File: config.mk
export PLATFORM = sky130hd
export DESIGN_NAME = mem_arbiter
export DESIGN_NICKNAME = d
export VERILOG_FILES = /design/src/rtl/mem_arbiter.sv
export SDC_FILE = /design/constraint.sdc
export NUM_CORES = 1
export LEC_CHECK = 0
export BUFFER_PORTS_ARGS = -buffer_cell sky130_fd_sc_hd__buf_2
export CAP_MARGIN = 30
export CORE_AREA = 2 2 356 358
export CTS_BUF_LIST = sky130_fd_sc_hd__clkbuf_8
export DETAILED_ROUTE_END_ITERATION = 8
export DIE_AREA = 0 0 358 360
export MAX_ROUTING_LAYER = met4
export PLACE_DENSITY = 0.3
export SETUP_SLACK_MARGIN = 0.05
export SYNTH_ARGS = -nofsm -noshare
export SYNTH_HDL_FRONTEND = slang
export SYNTH_SLANG_ARGS = --single-unit
File: constraint.sdc
create_clock -name clk -period 2.4 [get_ports clk]
set_clock_uncertainty 0.15 [all_clocks]
set_input_delay 0.36 -clock clk [delete_from_list [all_inputs] [get_ports clk]]
set_output_delay 0.36 -clock clk [all_outputs]
set_load 0.02 [all_outputs]
File: src/rtl/mem_arbiter.sv
// mem_arbiter: shares one main-memory port between the icache and the dcache.
// Round-robin grant, held until the address (and write data) are handed off.
// Outstanding read owners are kept in an in-order FIFO so each memory
// response can be steered back to the cache that issued the read.
module mem_arbiter #(
    parameter int ADDR_W          = 28,
    parameter int DATA_W          = 128,
    parameter int MAX_OUTSTANDING = 4
) (
    input  logic                clk,
    input  logic                reset,

    input  logic                ic_req_valid,
    output logic                ic_req_ready,
    input  logic [ADDR_W-1:0]   ic_req_addr,
    input  logic                ic_req_rw,
    input  logic                ic_req_data_valid,
    output logic                ic_req_data_ready,
    input  logic [DATA_W-1:0]   ic_req_data_bits,
    input  logic [DATA_W/8-1:0] ic_req_data_mask,
    output logic                ic_resp_valid,
    output logic [DATA_W-1:0]   ic_resp_data,

    input  logic                dc_req_valid,
    output logic                dc_req_ready,
    input  logic [ADDR_W-1:0]   dc_req_addr,
    input  logic                dc_req_rw,
    input  logic                dc_req_data_valid,
    output logic                dc_req_data_ready,
    input  logic [DATA_W-1:0]   dc_req_data_bits,
    input  logic [DATA_W/8-1:0] dc_req_data_mask,
    output logic                dc_resp_valid,
    output logic [DATA_W-1:0]   dc_resp_data,

    output logic                mem_req_valid,
    input  logic                mem_req_ready,
    output logic [ADDR_W-1:0]   mem_req_addr,
    output logic                mem_req_rw,
    output logic                mem_req_data_valid,
    input  logic                mem_req_data_ready,
    output logic [DATA_W-1:0]   mem_req_data_bits,
    output logic [DATA_W/8-1:0] mem_req_data_mask,
    input  logic                mem_resp_valid,
    input  logic [DATA_W-1:0]   mem_resp_data,

    output logic                err_orphan_resp
);
    localparam int PTR_W = $clog2(MAX_OUTSTANDING);
    localparam logic OWNER_IC = 1'b0;
    localparam logic OWNER_DC = 1'b1;

    typedef enum logic {IDLE, XFER} state_t;

    state_t           state_reg;
    logic             owner_reg;
    logic             rr_last_reg;
    logic             addr_done_reg;
    logic             data_done_reg;
    logic             err_orphan_reg;

    // Owner-id FIFO: tiny, so read asynchronously for zero-cycle steering.
    logic             fifo_mem [MAX_OUTSTANDING];
    logic [PTR_W-1:0] head_reg;
    logic [PTR_W-1:0] tail_reg;
    logic [PTR_W:0]   count_reg;

    logic               in_xfer;
    logic               own_valid;
    logic               own_rw;
    logic               own_dvalid;
    logic               fifo_full;
    logic               fifo_empty;
    logic               addr_hs;
    logic               data_hs;
    logic               push;
    logic               pop;
    logic               head_owner;
    logic               xfer_done;

    assign in_xfer    = (state_reg == XFER);
    assign own_valid  = owner_reg ? dc_req_valid      : ic_req_valid;
    assign own_rw     = owner_reg ? dc_req_rw         : ic_req_rw;
    assign own_dvalid = owner_reg ? dc_req_data_valid : ic_req_data_valid;

    assign fifo_full  = (count_reg == (PTR_W+1)'(MAX_OUTSTANDING));
    assign fifo_empty = (count_reg == '0);

    // Once a channel has handed off it is masked so memory never sees a repeat.
    assign mem_req_valid      = in_xfer & own_valid & ~addr_done_reg & ~(~own_rw & fifo_full);
    assign mem_req_data_valid = in_xfer & own_rw & own_dvalid & ~data_done_reg;
    assign mem_req_addr       = owner_reg ? dc_req_addr      : ic_req_addr;
    assign mem_req_rw         = own_rw;
    assign mem_req_data_bits  = owner_reg ? dc_req_data_bits : ic_req_data_bits;
    assign mem_req_data_mask  = owner_reg ? dc_req_data_mask : ic_req_data_mask;

    assign addr_hs = mem_req_valid & mem_req_ready;
    assign data_hs = mem_req_data_valid & mem_req_data_ready;

    assign ic_req_ready      = addr_hs & (owner_reg == OWNER_IC);
    assign dc_req_ready      = addr_hs & (owner_reg == OWNER_DC);
    assign ic_req_data_ready = data_hs & (owner_reg == OWNER_IC);
    assign dc_req_data_ready = data_hs & (owner_reg == OWNER_DC);

    assign push       = addr_hs & ~own_rw;
    assign pop        = mem_resp_valid & ~fifo_empty;
    assign head_owner = fifo_mem[head_reg];

    assign ic_resp_valid   = pop & (head_owner == OWNER_IC);
    assign dc_resp_valid   = pop & (head_owner == OWNER_DC);
    assign ic_resp_data    = mem_resp_data;
    assign dc_resp_data    = mem_resp_data;
    assign err_orphan_resp = err_orphan_reg;

    // A read is finished at its address handshake; a write needs both halves.
    assign xfer_done = in_xfer & (own_rw ? ((addr_done_reg | addr_hs) & (data_done_reg | data_hs))
                                         : addr_hs);

    // Arbitration FSM: grant in IDLE, hold the grant through the hand-off.
    always_ff @(posedge clk) begin
        if (reset) begin
            state_reg     <= IDLE;
            owner_reg     <= OWNER_IC;
            rr_last_reg   <= OWNER_IC;
            addr_done_reg <= 1'b0;
            data_done_reg <= 1'b0;
        end else begin
            case (state_reg)
                IDLE: begin
                    if (ic_req_valid && dc_req_valid) begin
                        owner_reg <= ~rr_last_reg;
                        state_reg <= XFER;
                    end else if (ic_req_valid) begin
                        owner_reg <= OWNER_IC;
                        state_reg <= XFER;
                    end else if (dc_req_valid) begin
                        owner_reg <= OWNER_DC;
                        state_reg <= XFER;
                    end
                end
                XFER: begin
                    if (xfer_done) begin
                        state_reg     <= IDLE;
                        addr_done_reg <= 1'b0;
                        data_done_reg <= 1'b0;
                        rr_last_reg   <= owner_reg;
                    end else begin
                        if (addr_hs) addr_done_reg <= 1'b1;
                        if (data_hs) data_done_reg <= 1'b1;
                    end
                end
                default: state_reg <= IDLE;
            endcase
        end
    end

    // Owner FIFO pointers and occupancy; push+pop together keeps the count.
    always_ff @(posedge clk) begin
        if (reset) begin
            head_reg  <= '0;
            tail_reg  <= '0;
            count_reg <= '0;
        end else begin
            if (push) tail_reg <= tail_reg + 1'b1;
            if (pop)  head_reg <= head_reg + 1'b1;
            if (push && !pop)      count_reg <= count_reg + 1'b1;
            else if (!push && pop) count_reg <= count_reg - 1'b1;
        end
    end

    // Owner FIFO storage, one write-enabled entry per slot.
    generate
        for (genvar gi = 0; gi < MAX_OUTSTANDING; gi++) begin : g_fifo_entry
            // Capture the reading owner when the tail points at this slot.
            always_ff @(posedge clk) begin
                if (push && (tail_reg == PTR_W'(gi))) fifo_mem[gi] <= owner_reg;
            end
        end
    endgenerate

    // Sticky flag for a response that has no read waiting for it.
    always_ff @(posedge clk) begin
        if (reset)                              err_orphan_reg <= 1'b0;
        else if (mem_resp_valid && fifo_empty)  err_orphan_reg <= 1'b1;
    end
endmodule

==> impl_results.md <==
- Cells after Synth: 544
- Flop pwr share: 16.6%
- Critical Path RT: 2.45 ns
- CP bufs+invs: 2
- Top-area cell type share of the netlist area: 39.3%
- Crit-path leading delay family: simple AND/OR/NAND/NOR gates
- Via count: 4,872
- Synthesized area per cell: 9.12 um2
- Hold WS: 0.218 ns
- Vias in the first global route: 5,069
- Drt initial violations: 139
- Commonest cells post-synth: buf_4 (256), mux2_2 (173), buf_2 (15), dfxtp_1 (15), nor2_1 (13)
- TritonCTS clock tree: yes
- Final Worst Setup Slack: 0.0571 ns
- I/O Pins: 921
- Net switching power figure: 1.17 mW
- Final Hold Violating Endpoints: 0
- Post-CTS Hold Buffers: 0
- Fin crit share: 97.6%
- CTS clk-pin slew, worst paths: 0.08 ns
- Yosys cell types: 39
- Nets@finish: 1,320
- Die Y: 360 um
- Placed Area: 7860 um2
- Worst setup EP type: register
- Final instance area: 8110 um2
- Max-cap viol count: 0
- Post-synth EDFFs: 4
- Synth Flop Type: dfxtp_1
- Largest area contributor in the netlist: mux2_2
- First-pass DRT Iterations: 4
- Routed vias/inst: 1.96
- Yosys warning count: 0
- Status: finished, final reports clean
- Synth top area cells: mux2_2 (39%), buf_4 (39%), dfxtp_1 (6.1%)
- Area Growth Syn to Fin: 63.5%
- Die area: 129,000 um2
- Final routed DRC violation total: 0
- GPL Wtd Cong: 0.874
- Crit-path cells: buf_12 -> mux2_4 -> and4_4 -> ha_4 -> inv_2 -> fa_2 -> xor2_2 -> or3_1 -> a21oi_2
- Startpoint types: register
- DP Worst Slack: 0.118 ns
- Most frequent cell after synthesis: buf_4
- Die X: 358 um
- Number of synthesized register bits: 19
- Unrepaired setup endpoints after global routing: true
- Seq/Total Area, Yosys: 8.47%
- Largest net degree at the start of global routing: 25
- Max incr delay on CP: 0.38 ns
- Leak Pwr: 3.32 nW
- Clock Power Share: 9.3%
- Gr usage total: 5.16%
- Max-slew headroom: 77.4%
- Final setup fails: 0
- Initial antenna violation count: 18
- Final WL: 35,600 um
- Row count: 130
- Post-DRT Antenna Nets: 0
- Fillers: 14,800
- CTS sink count: 19
- Clk root buf: clkbuf_8
- Slew Viols, Final: 0
- Share of layout cells above drive strength 1: 91.1%
- Comb pwr share: 74.1%
- First-pass GRT wire length: 43,700 um
- Critical Path AT: 2.39 ns
- Num CTS Buffers: 3
- Final core occ: 6.50%
- IO Port Bufs: 536
- Tmin final: 2.34 ns
- Worst VDD drop: 0.161 mV
- Initial Utilization: 3.97%
- Setup CP Type: reg2reg
- Switching share of power: 46.4%
- Pwr Total: 2.52 mW
- Max clock buf depth: 2
- WL per Instance: 14.3 um
- Synthesized area: 4960 um2
- Highest net fanout along the worst path: 4
- Final HPWL DP: 31,300 um
- Hold Crit Class: in2reg
- PwrDens: 311 nW/um2
- Congestion Overflow GR: 0
- Fmax: 0.427 GHz
- Crit-path slowest cell: dfxtp_4
- Least-Margin Pin Slew: 0.338 ns
- FFs w/ async S/R, synth: 0%
- Syn nets: 1,033
- Worst-skew pair later-pin latency: 0.26 ns
- Core ar.: 125,000 um2
- Int Power: 1.35 mW
- H-Tree Depth: 1
[path summary, 6_finish.rpt]
check / from / endpoint / slack (ns) / cells after the start
max reg2reg: owner_reg$_SDFFE_PP0P_ / count_reg[2]$_SDFFE_PP0P_ / 0.06 / 9
min reg2reg: err_orphan_resp$_SDFFE_PP0P_ / err_orphan_resp$_SDFFE_PP0P_ / 0.34 / 2
min: mem_resp_valid / err_orphan_resp$_SDFFE_PP0P_ / 0.22 / 3
max: owner_reg$_SDFFE_PP0P_ / count_reg[2]$_SDFFE_PP0P_ / 0.06 / 9
[routing by layer]
metal,routed length [um],track usage (%),vias up
met5,0,-,-
met3,4440,2.04,103
met1,11300,4.67,2109
li1,-,-,2159
met2,17700,8.97,501
met4,2190,3.28,0
[what timing repair did]
item                       in CTS  in global routing
setup endpoints to repair      52                 25
gates resized for setup         6                 15
pin swaps                       0                  7
gates cloned                    2                  0
buffers inserted                2                  5
[logic make-up (layout without fill, tap and decap cells)]
family	count (synthesis)	in the layout	synth area share [%]
xor gates and xnor gates	5	5	0.882
buffers and inverters	285	571	41.5
other	0	4	0
muxes	178	178	40.8
and+or+nand+nor	39	39	4.46
adders and majority gates	6	6	1.66
AOI/OAI and AO/OA	12	12	2.29
DFF	19	19	8.47
[power groups by stage]
stage          Sequential (mW)  Combinational, mW  Clock [mW]
2_1_floorplan            0.423               1.61           0
3_3_place_gp             0.426               1.82           0
3_5_place_dp             0.424               1.80           0
4_1_cts                  0.419               1.87       0.255
5_1_grt                  0.427               2.02       0.261
6_report                 0.419               1.87       0.234
[through the flow]
step / cells / setup TNS [ns]
after floorplan: 544 / 0
after global routing: 2484 / -0.00676
after global placement: 2468 / 0
final: 2484 / 0
after CTS: 2476 / 0
after detailed placement: 2468 / 0
[worst register-to-register path, cell delays in order (launching register included)]
cell     delay (ns)
dfxtp_4        0.38
buf_12         0.14
mux2_4         0.20
and4_4         0.22
ha_4           0.14
inv_2          0.04
fa_2           0.37
xor2_2         0.15
or3_1          0.38
a21oi_2        0.12
[cell usage in the layout, fill, tap and decap left out, drive strengths merged, types with 2 or more instances in the layout]
master and instances:
clkbuf 3, nand2b 4, mux2i 4, edfxtp 4
inv 7, buf 559, a21oi 3, diode 4
and4 2, ha 5, nand2 2, a21o 2
nor2 13, nor4b 2, nor3 5, mux2 173
xor2 4, dfxtp 15, and2 4
[area by class of cell]
type	count	area, um2	area share [%]
Timing Repair Buffer	560	3000	36.9
Antenna cell	4	10.0	0.123
Clock buffer	3	41.3	0.509
Multi-Input combinational cell	240	2540	31.3
Clock inverter	1	7.51	0.0925
Inverter	7	26.3	0.324
Sequential cell	19	425	5.24
Tap cell	1650	2060	25.4
No activity file was read; power rests on OpenSTA's default activity.
